`config.mk`:
```
export PLATFORM = sky130hd
export DESIGN_NAME = bcd_event_counter
export DESIGN_NICKNAME = d
export VERILOG_FILES = /design/src/rtl/bcd_pkg.sv /design/src/rtl/bcd_channel_counter.sv /design/src/rtl/bcd_event_counter.sv
export SDC_FILE = /design/constraint.sdc
export NUM_CORES = 1
export LEC_CHECK = 0
export ABC_AREA = 1
export ABC_CLOCK_PERIOD_IN_PS = 1000
export CAP_MARGIN = 30
export CORE_MARGIN = 5
export CORE_UTILIZATION = 40
export DETAILED_ROUTE_END_ITERATION = 10
export GPL_TIMING_DRIVEN = 0
export PLACE_DENSITY = 0.67
export SYNTH_ARGS = -nofsm -noshare
export SYNTH_HDL_FRONTEND = slang
export SYNTH_SLANG_ARGS = --single-unit
```
`constraint.sdc`:
```
create_clock -name Clk -period 1 [get_ports Clk]
set_input_delay 0.3 -clock Clk [delete_from_list [all_inputs] [get_ports Clk]]
set_output_delay 0.3 -clock Clk [all_outputs]
set_load 0.02 [all_outputs]
```
`src/rtl/bcd_pkg.sv`:
```
// Shared BCD types and helpers for the on-screen tally counters.
// Holds the per-channel FSM state encoding and digit-level arithmetic and compare.
package bcd_pkg;

  typedef logic [3:0] bcd_digit_t;

  localparam bcd_digit_t BCD_NINE   = 4'd9;
  localparam int         MAX_DIGITS = 8;
  localparam int         BCD_VEC_W  = MAX_DIGITS * 4;

  typedef enum logic {
    ARMED = 1'b0,
    HELD  = 1'b1
  } chan_state_t;

  // Single-digit increment; returns {carry, digit}.
  function automatic logic [4:0] bcd_inc(input bcd_digit_t digit);
    logic [4:0] result;
    if (digit == BCD_NINE) begin
      result = {1'b1, 4'd0};
    end else begin
      result = {1'b0, digit + 4'd1};
    end
    return result;
  endfunction

  // Greater-than over a zero-extended BCD vector, most-significant digit first.
  function automatic logic bcd_gt(input logic [BCD_VEC_W-1:0] a,
                                  input logic [BCD_VEC_W-1:0] b);
    logic gt;
    logic decided;
    gt      = 1'b0;
    decided = 1'b0;
    for (int i = MAX_DIGITS - 1; i >= 0; i--) begin
      if (!decided && (a[i*4 +: 4] != b[i*4 +: 4])) begin
        gt      = (a[i*4 +: 4] > b[i*4 +: 4]);
        decided = 1'b1;
      end
    end
    return gt;
  endfunction

endpackage

```
`src/rtl/bcd_channel_counter.sv`:
```
// One tally channel: ARMED/HELD edge-qualifying FSM, DIGITS-wide BCD count, overflow pulse.
// Build option BCD_SATURATE_EN: hold at all-9s instead of wrapping to zero.
module bcd_channel_counter
  import bcd_pkg::*;
#(
  parameter int DIGITS = 2
) (
  input  logic                  Clk,
  input  logic                  Reset,
  input  logic                  clear_i,
  input  logic                  strobe_i,
  input  logic                  event_i,
  output logic [DIGITS*4-1:0]   count_o,
  output logic                  overflow_o
);

  chan_state_t          state_q, state_d;
  logic [DIGITS*4-1:0]  count_q, count_d;
  logic                 overflow_q, overflow_d;
  logic [DIGITS*4-1:0]  sum;
  logic                 carry;
  logic                 inc;

  // NOTE: every always_comb output gets a default first so no path can infer a latch.
  always_comb begin
    state_d    = state_q;
    count_d    = count_q;
    overflow_d = 1'b0;
    inc        = 1'b0;

    if (strobe_i) begin
      unique case (state_q)
        ARMED: begin
          if (event_i) begin
            inc     = 1'b1;
            state_d = HELD;
          end
        end
        HELD: begin
          if (!event_i) begin
            state_d = ARMED;
          end
        end
        default: state_d = ARMED;
      endcase
    end

    // Ripple carry from the ones digit; a carry out of the top digit means all-9s.
    sum   = count_q;
    carry = 1'b1;
    for (int d = 0; d < DIGITS; d++) begin
      {carry, sum[d*4 +: 4]} = carry ? bcd_inc(count_q[d*4 +: 4])
                                     : {1'b0, count_q[d*4 +: 4]};
    end

    if (inc) begin
      overflow_d = carry;
`ifdef BCD_SATURATE_EN
      count_d = carry ? count_q : sum;
`else
      count_d = sum;
`endif
    end

    // Round restart zeroes the tally but leaves the FSM free to move, so a held event stays held.
    if (clear_i) begin
      count_d    = '0;
      overflow_d = 1'b0;
    end
  end

  // NOTE: sequential state uses non-blocking assignments only, so every register samples pre-edge values.
  always_ff @(posedge Clk) begin
    if (Reset) begin
      state_q    <= ARMED;
      count_q    <= '0;
      overflow_q <= 1'b0;
    end else begin
      state_q    <= state_d;
      count_q    <= count_d;
      overflow_q <= overflow_d;
    end
  end

  assign count_o    = count_q;
  assign overflow_o = overflow_q;

endmodule

```
`src/rtl/bcd_event_counter.sv`:
```
// Multi-channel BCD event counter for HUD tallies: frame strobe, CHANNELS counters, leader index.
// Build option BCD_SATURATE_EN selects saturating instead of wrapping counters.
module bcd_event_counter
  import bcd_pkg::*;
#(
  parameter  int DIGITS   = 2,
  parameter  int CHANNELS = 2,
  localparam int LW       = (CHANNELS > 1) ? $clog2(CHANNELS) : 1
) (
  input  logic                          Clk,
  input  logic                          Reset,
  input  logic                          frame_clk,
  input  logic                          clear,
  input  logic [CHANNELS-1:0]           event_in,
  output logic [CHANNELS*DIGITS*4-1:0]  count,
  output logic [CHANNELS-1:0]           overflow,
  output logic [LW-1:0]                 leader
);

  localparam int CW = DIGITS * 4;

  logic               frame_dly_q;
  logic               strobe_q;
  logic [LW-1:0]      leader_q, leader_d;
  logic [BCD_VEC_W-1:0] best_val;

  // Rising-edge detect of the frame tick; clear deliberately does not touch this pipeline.
  always_ff @(posedge Clk) begin
    if (Reset) begin
      frame_dly_q <= 1'b0;
      strobe_q    <= 1'b0;
    end else begin
      frame_dly_q <= frame_clk;
      strobe_q    <= frame_clk & ~frame_dly_q;
    end
  end

  for (genvar c = 0; c < CHANNELS; c++) begin : g_chan
    bcd_channel_counter #(
      .DIGITS (DIGITS)
    ) u_chan (
      .Clk        (Clk),
      .Reset      (Reset),
      .clear_i    (clear),
      .strobe_i   (strobe_q),
      .event_i    (event_in[c]),
      .count_o    (count[c*CW +: CW]),
      .overflow_o (overflow[c])
    );
  end

  // Strict greater-than while scanning upward keeps ties (and all-zero) on the lowest index.
  always_comb begin
    leader_d = '0;
    best_val = BCD_VEC_W'(count[CW-1:0]);
    for (int c = 1; c < CHANNELS; c++) begin
      if (bcd_gt(BCD_VEC_W'(count[c*CW +: CW]), best_val)) begin
        leader_d = LW'(c);
        best_val = BCD_VEC_W'(count[c*CW +: CW]);
      end
    end
  end

  always_ff @(posedge Clk) begin
    if (Reset) begin
      leader_q <= '0;
    end else begin
      leader_q <= leader_d;
    end
  end

  assign leader = leader_q;

endmodule
```
==> parameters.txt, run 1 <==
Parameter                              Value

Die
  I/O Pins ... 25
  Area of the die ... roughly 0.0044 sq mm
  Placement Rows ... 20
  Overall die height ... ~66 um
  Initial Utilization ... between 40% and 50%
  X dimension of the die ... approximately 66 um
  Area of the core ... roughly 0.0031 sq mm

Global route
  Via count of the first global-routing pass ... roughly 1,300
  Overall fraction of global-route tracks in use ... roughly 17%
  Antenna violations before repair ... 0
  Congestion Overflow GR ... 0
  Largest net degree at the start of global routing ... 14
  First-pass GRT wire length ... around 5.8 mm

Yosys
  Ys async rst share ... 0%
  Count of distinct cell types in the synthesized netlist ... 23
  Top cell types by occurrence after synthesis ... sky130_fd_sc_hd__nand2_1, sky130_fd_sc_hd__inv_1, sky130_fd_sc_hd__dfxtp_1
  Mapped Nets ... 196
  Gate Count Post-Synth ... 182
  Mapped Area ... 0.00128 sq mm
  Top_reg_cell synth ... sky130_fd_sc_hd__dfxtp_1
  Library cell with the largest summed area after synthesis ... sky130_fd_sc_hd__dfxtp_1
  Yosys synthesis warning count ... 0
  Share of the synthesized area in the top cell type ... a little over a third
  Portion of the post-synthesis area used by sequential elements ... around 36%
  Area contributors post-synth ... sky130_fd_sc_hd__dfxtp_1, sky130_fd_sc_hd__nand2_1, sky130_fd_sc_hd__ha_1
  Leading cell type by number of instances after synthesis ... sky130_fd_sc_hd__nand2_1
  Number of flops mapped to enable cells by yosys ... 0
  Number of flip-flops and latches in the synthesized netlist ... 23
  Mapped Avg Cell Area ... 7.01 sq um

CTS
  Clock-pin slew reported for the worst setup and hold paths after clock tree synthesis ... ~0.14 ns
  Number of buffers created by CTS ... 3
  # clock sinks ... 23
  TritonCTS clock tree ... yes
  Max H-tree Level ... 1
  CTS Root Buffer Type ... sky130_fd_sc_hd__clkbuf_4
  Clock network latency to the later pin of the worst-skew pair ... between 0.3 and 0.4 ns
  Bufs on Longest Clock Path ... 2

Pwr
  Share of total power in the clock network ... just under 30%
  P_leak ... between 0.9 and 1 nW
  P_sw ... 405 uW
  Worst ir drop on vdd ... roughly 0.46 mV
  Internal power of the cells ... ~1.1 mW
  Areal power density over the cells ... roughly 700 mW/mm^2
  Sequential Power Share ... approximately three fifths
  Sw frac ... 26.7%
  Proportion of power drawn by combinational gates ... a little over a tenth

Detailed routing
  DR vias ... between 1,000 and 1,500
  Routed WL ... 3.78 mm
  Detailed-route DRC error count ... 0
  Post-DR vias/cell ... 5.09
  Average wire length per cell after detail routing ... 13.4 um
  DRT iter0 DRCs ... between 80 and 90
  Antenna-violating nets left ... 0
  Number of iterations in the first detailed-routing pass ... 4

Timing
  Headroom to the max-slew limit ... approximately three quarters
  Transition time of the tightest slew-check pin ... ~0.35 ns
  Final worst path period share ... 125%
  Min Clock Period, post-route ... about 1.3 ns
  Max Fclk ... approximately 0.8 GHz
  Final setup violation count ... 36
  Pins Over Slew Limit ... 0
  Number of hold-slack violations in the final timing report ... 0
  Minimum setup slack in the final design ... -0.253 ns
  Unrepaired setup endpoints after global routing ... true
  Largest clock skew in the final design ... approximately 0.0095 ns

Finish
  Layout cells sized above 1 ... 57.1%
  Post-route cell area ... roughly 0.0022 sq mm
  Syn-to-layout area delta ... 71.2%
  Antenna Diode Count ... 0
  Nets ... roughly 250

Critical path
  Startpoint of the lowest-slack register-to-register path ... g_chan[0].u_chan.count_o[3]
  Data arrival, critical path ... ~0.95 ns
  Req. time, crit path ... ~0.70 ns
  Worst setup EP type ... output port
  Startpoint Class ... register
  Classification of the worst setup path ... reg -> out
  Largest fanout of any net on the critical path ... 3
  Worst setup path startpoint ... g_chan[0].u_chan.count_o[6]

Placement
  Placed inst area ... 0.00164 sq mm
  Pre-CTS setup slack ... -0.702 ns
  Final weighted congestion in routability-driven placement ... approximately 0.87
  Port Buffer Count ... 24
  HPWL after detailed placement ... 2.16 mm

Status
  Violated checks ... setup timing
  Result of the run ... finished with violations

Flow run
  Max Cap Viol ... 0

Hold path
  Hold Crit Start ... frame_dly_q
  Hold Crit Class ... reg -> reg
==> flip-flops by register name, summed over array words and instances, names as in the netlist <==
name	flops
frame_dly_q	1
g_chan.u_chan.count_o	16
g_chan.u_chan.overflow_o	2
g_chan.u_chan.state_q	2
leader	1
strobe_q	1
==> per-layer routing <==
layer,track usage (%),part of all wire (%),up-vias
li1,-,-,688
met1,18.8,38,687
met2,31.0,54,49
met5,0,0,-
met3,3.37,5.3,11
met4,6.09,2.2,0
==> cell type report <==
| class | instances | area (sq um) |
|---|---|---|
| clock buffer | 3 | 22.5 |
| clock inverter | 1 | 5.00 |
| inverter | 29 | 125 |
| multi-input combinational | 127 | 927 |
| sequential | 23 | 526 |
| timing repair buffer | 54 | 513 |
| buffer | 1 | 11.3 |
| fill | 230 | 868 |
| tap | 44 | 55.1 |
==> cell families after synthesis <==
kind of cell	count (synthesis)	synth area share, %
xor gates and xnor gates	1	0.686
buffers and inverters	32	10.4
and+or+nand+nor	98	36.4
adders and majority gates	8	7.84
DFF	23	36.1
AOI/OAI and AO/OA	20	8.63
==> placed cells by master (no fill, tap or decap), types with 7 or more instances in the layout <==
cell and count:
sky130_fd_sc_hd__buf_4 19, sky130_fd_sc_hd__nor2_1 12, sky130_fd_sc_hd__a21oi_1 7, sky130_fd_sc_hd__dfxtp_4 16, sky130_fd_sc_hd__nand2_1 40, sky130_fd_sc_hd__nor2_4 7, sky130_fd_sc_hd__nand2_2 7, sky130_fd_sc_hd__buf_6 29
sky130_fd_sc_hd__inv_2 7, sky130_fd_sc_hd__nand3_1 7, sky130_fd_sc_hd__inv_1 16
==> critical path, cell delays in order (launching register included) <==
cell                      delay [ns]
sky130_fd_sc_hd__dfxtp_4        0.38
sky130_fd_sc_hd__buf_4          0.13
sky130_fd_sc_hd__buf_6          0.12
==> worst paths after layout <==
check                           endpoint  slack [ns]  cells past startpoint
worst max-delay path            count[6]       -0.25                      2
worst min-delay path            strobe_q        0.39                      1
worst max register to register    leader       -0.21                      8
worst min register to register  strobe_q        0.39                      1
==> per-stage QoR <==
step | hold WS (ns) | util, % | TNS, ns | cells | power [mW]
2_1_floorplan | 0.365 | - | -0.162 | 182 | 0.999
3_3_place_gp | 0.375 | 53.7 | -15.61 | 250 | 1.04
3_5_place_dp | 0.381 | 53.7 | -16.16 | 250 | 1.05
4_1_cts | 0.400 | 64.5 | -3.65 | 272 | 1.50
5_1_grt | 0.416 | 71.6 | -6.07 | 282 | 1.60
6_report | 0.393 | 71.6 | -4.32 | 282 | 1.52
==> what timing repair did <==
action / in CTS / in global routing
gates cloned: 1 / 0
hold endpoints to repair: 0 / 0
pin swaps: 24 / 27
endpoints found under the setup margin: 38 / 37
resized for setup: 152 / 38
buffers inserted: 19 / 10
hold buffers: 0 / 0
==> power by group through the flow <==
| stage | sequential [mW] | combinational [mW] | clock (mW) |
|---|---|---|---|
| 2_1_floorplan | 0.937 | 0.0624 | 0 |
| 3_3_place_gp | 0.935 | 0.110 | 0 |
| 3_5_place_dp | 0.935 | 0.111 | 0 |
| 4_1_cts | 0.897 | 0.137 | 0.461 |
| 5_1_grt | 0.902 | 0.180 | 0.518 |
| 6_report | 0.899 | 0.167 | 0.451 |
No activity file was read; power rests on OpenSTA's default activity.
==> inputs of run 2 (changes only) <==
--- a/config.mk
+++ b/config.mk
@@ -7,12 +7,12 @@
 export LEC_CHECK = 0
 export ABC_AREA = 1
 export ABC_CLOCK_PERIOD_IN_PS = 1000
-export CAP_MARGIN = 30
-export CORE_MARGIN = 5
+export CAP_MARGIN = 20
+export CORE_MARGIN = 2
 export CORE_UTILIZATION = 40
 export DETAILED_ROUTE_END_ITERATION = 10
 export GPL_TIMING_DRIVEN = 0
-export PLACE_DENSITY = 0.67
+export PLACE_DENSITY_LB_ADDON = 0.3
 export SYNTH_ARGS = -nofsm -noshare
 export SYNTH_HDL_FRONTEND = slang
 export SYNTH_SLANG_ARGS = --single-unit
==> parameters.txt, run 2 (synthesis gave the netlist of run 1 again) <==
Parameter                              Value

Status
  Result of the run ... finished with violations
  Violated checks ... setup timing

Critical path
  Register-to-register path setup slack ... -0.19 ns
  Startpoint of the lowest-slack register-to-register path ... g_chan[0].u_chan.count_o[6]
  Worst path cell trace ... inv_4, ha_4, nand2_2, inv_2, nand3_2, nor2_1, nand2_1, a21oi_1
  Largest fanout of any net on the critical path ... 3
  Startpoint Class ... register
  Slowest stage delay, CP ... slightly below 0.4 ns
  Slowest cell on the critical path ... sky130_fd_sc_hd__dfxtp_4
  Worst reg2reg path depth ... 8
  Classification of the worst setup path ... reg -> reg
  Req. time, crit path ... about 1.3 ns
  Destination of the worst register-to-register timing path ... leader
  Worst setup EP type ... register
  Data arrival, critical path ... ~1.5 ns

Placement
  Pre-CTS setup slack ... -0.677 ns
  Placed inst area ... 0.00164 sq mm
  Port Buffer Count ... 24
  HPWL after detailed placement ... around 2.0 mm
  Final weighted congestion in routability-driven placement ... a little over 0.8

Detailed routing
  Detailed-route DRC error count ... 0
  Average wire length per cell after detail routing ... around 11 um
  Number of iterations in the first detailed-routing pass ... 4
  DR vias ... about 1,300
  Antenna-violating nets left ... 0
  Routed WL ... about 3.1 mm
  Post-DR vias/cell ... between 4 and 5
  DRT iter0 DRCs ... 40

Flow run
  Max Cap Viol ... 0

Finish
  Most frequent standard cell in the layout excluding fill and tap cells ... sky130_fd_sc_hd__nand2_1
  Nets ... around 240
  Count of filler cells inserted in the layout ... 262
  Post-route cell area ... 0.00202 sq mm
  Area of all sequential standard cells ... roughly 520 sq um
  Largest register FFs ... 16
  Multi-input logic area ... between 800 and 900 sq um
  Antenna Diode Count ... 0
  Most frequent cells in the layout ... sky130_fd_sc_hd__nand2_1, sky130_fd_sc_hd__buf_6, sky130_fd_sc_hd__inv_1, sky130_fd_sc_hd__buf_4, sky130_fd_sc_hd__dfxtp_4
  Final standard cell utilization of the core ... about two thirds
  Syn-to-layout area delta ... 58.5%
  Layout cells sized above 1 ... a little over 50%

Global route
  Largest net degree at the start of global routing ... 13
  First-pass GRT wire length ... 5.08 mm
  Overall fraction of global-route tracks in use ... a little under a fifth
  Congestion Overflow GR ... 0
  Antenna violations before repair ... 0
  Via count of the first global-routing pass ... 1,205

CTS
  TritonCTS clock tree ... yes
  CTS Root Buffer Type ... sky130_fd_sc_hd__clkbuf_4
  Bufs on Longest Clock Path ... 2
  # clock sinks ... 23
  Clock network latency to the later pin of the worst-skew pair ... between 0.3 and 0.4 ns
  Clock-pin slew reported for the worst setup and hold paths after clock tree synthesis ... approximately 0.12 ns
  Max H-tree Level ... 1
  Number of buffers created by CTS ... 3

Timing
  Final setup violation count ... 35
  Min Clock Period, post-route ... roughly 1.2 ns
  Max Fclk ... between 0.8 and 0.9 GHz
  Headroom to the max-slew limit ... about four fifths
  Unrepaired setup endpoints after global routing ... true
  Hold Slack ... around 0.41 ns
  Number of hold-slack violations in the final timing report ... 0
  Pins Over Slew Limit ... 0
  Transition time of the tightest slew-check pin ... between 0.2 and 0.3 ns
  Final worst path period share ... 119%
  Minimum setup slack in the final design ... -0.195 ns
  Largest clock skew in the final design ... about 0.0032 ns

Pwr
  Proportion of power drawn by combinational gates ... a little over a tenth
  P_leak ... a little under 0.9 nW
  Sw frac ... 24.9%
  Sequential Power Share ... slightly above 60%
  Share of total power in the clock network ... 29.1%
  Areal power density over the cells ... ~730 mW/mm^2
  P_sw ... approximately 370 uW
  Worst ir drop on vdd ... 0.532 mV
  Internal power of the cells ... about 1.1 mW

Hold path
  Hold Crit Start ... frame_dly_q
  Hold Crit Class ... reg -> reg
  End of the worst hold path ... strobe_q
  Min-Delay Path Depth ... 1

Die
  I/O Pins ... 25
  Area of the core ... 0.00305 sq mm
  Placement Rows ... 20
  Initial Utilization ... approximately two fifths
  Overall die height ... between 60 and 70 um
  Area of the die ... ~0.0037 sq mm
  X dimension of the die ... ~60 um
## run 2: cell types whose count changed in the layout (fill, tap and decap cells not counted), moves of 3 or more
cell,delta
sky130_fd_sc_hd__nand2_4,-3
sky130_fd_sc_hd__a21oi_1,+3
sky130_fd_sc_hd__a21oi_2,-3
sky130_fd_sc_hd__nand2_1,+4
sky130_fd_sc_hd__buf_4,-3
sky130_fd_sc_hd__buf_6,-6
## run 2: metrics by stage
| step | cells | setup TNS, ns | power (mW) |
|---|---|---|---|
| after global routing | 273 | -5.68 | 1.58 |
| after global placement | 250 | -15.35 | 1.05 |
| after CTS | 269 | -3.45 | 1.49 |
| final | 273 | -3.50 | 1.49 |
| after floorplan | 182 | -0.162 | 0.999 |
| after detailed placement | 250 | -15.45 | 1.05 |
## run 2: worst max path at each step
stage,start,endpoint,cells past startpoint
floorplan,g_chan[0].u_chan.count_o[7],leader,8
global placement,Reset,g_chan[1].u_chan.count_o[0],5
detailed placement,Reset,g_chan[1].u_chan.count_o[0],5
CTS,g_chan[0].u_chan.count_o[7],leader,8
global route,g_chan[1].u_chan.count_o[4],leader,6
finish,g_chan[0].u_chan.count_o[6],leader,8
## run 2: routing by layer
metal | global-route usage, % | vias to the layer above | wire (um)
li1 | - | 669 | -
met1 | 21.4 | 575 | 1330
met2 | 33.5 | 23 | 1660
met3 | 3.20 | 7 | 83
met4 | 8.70 | 0 | 63
met5 | 0 | - | 0
## run 2: timing repair
item	in CTS	in global routing
endpoints found under the setup margin	38	38
pin swaps	24	13
cloned	1	0
setup buffers	16	4
resized for setup	143	24
hold buffers	0	0
## run 2: layout make-up
| type | instances | share of cell area [%] |
|---|---|---|
| clock buffers | 4 | 1.30 |
| inverters | 29 | 5.94 |
| well taps | 44 | 2.72 |
| flip-flops and latches | 23 | 25.9 |
| multi-input cells | 127 | 41.9 |
| repair buffers | 45 | 21.6 |
| plain buffers | 1 | 0.557 |
## run 2: power groups by stage
stage / logic, mW / clock network, mW / registers, mW
floorplan: 0.0624 / 0 / 0.937
global placement: 0.110 / 0 / 0.935
detailed placement: 0.112 / 0 / 0.935
CTS: 0.131 / 0.458 / 0.898
global route: 0.170 / 0.512 / 0.901
finish: 0.155 / 0.433 / 0.899
## run 2: critical path: cells and delay by family (launching register included)
kind	cells	cell delay [ns]
DFF	1	0.39
and+or+nand+nor	4	0.29
adders and majority gates	1	0.25
AOI/OAI and AO/OA	1	0.11
buffers and inverters	2	0.10
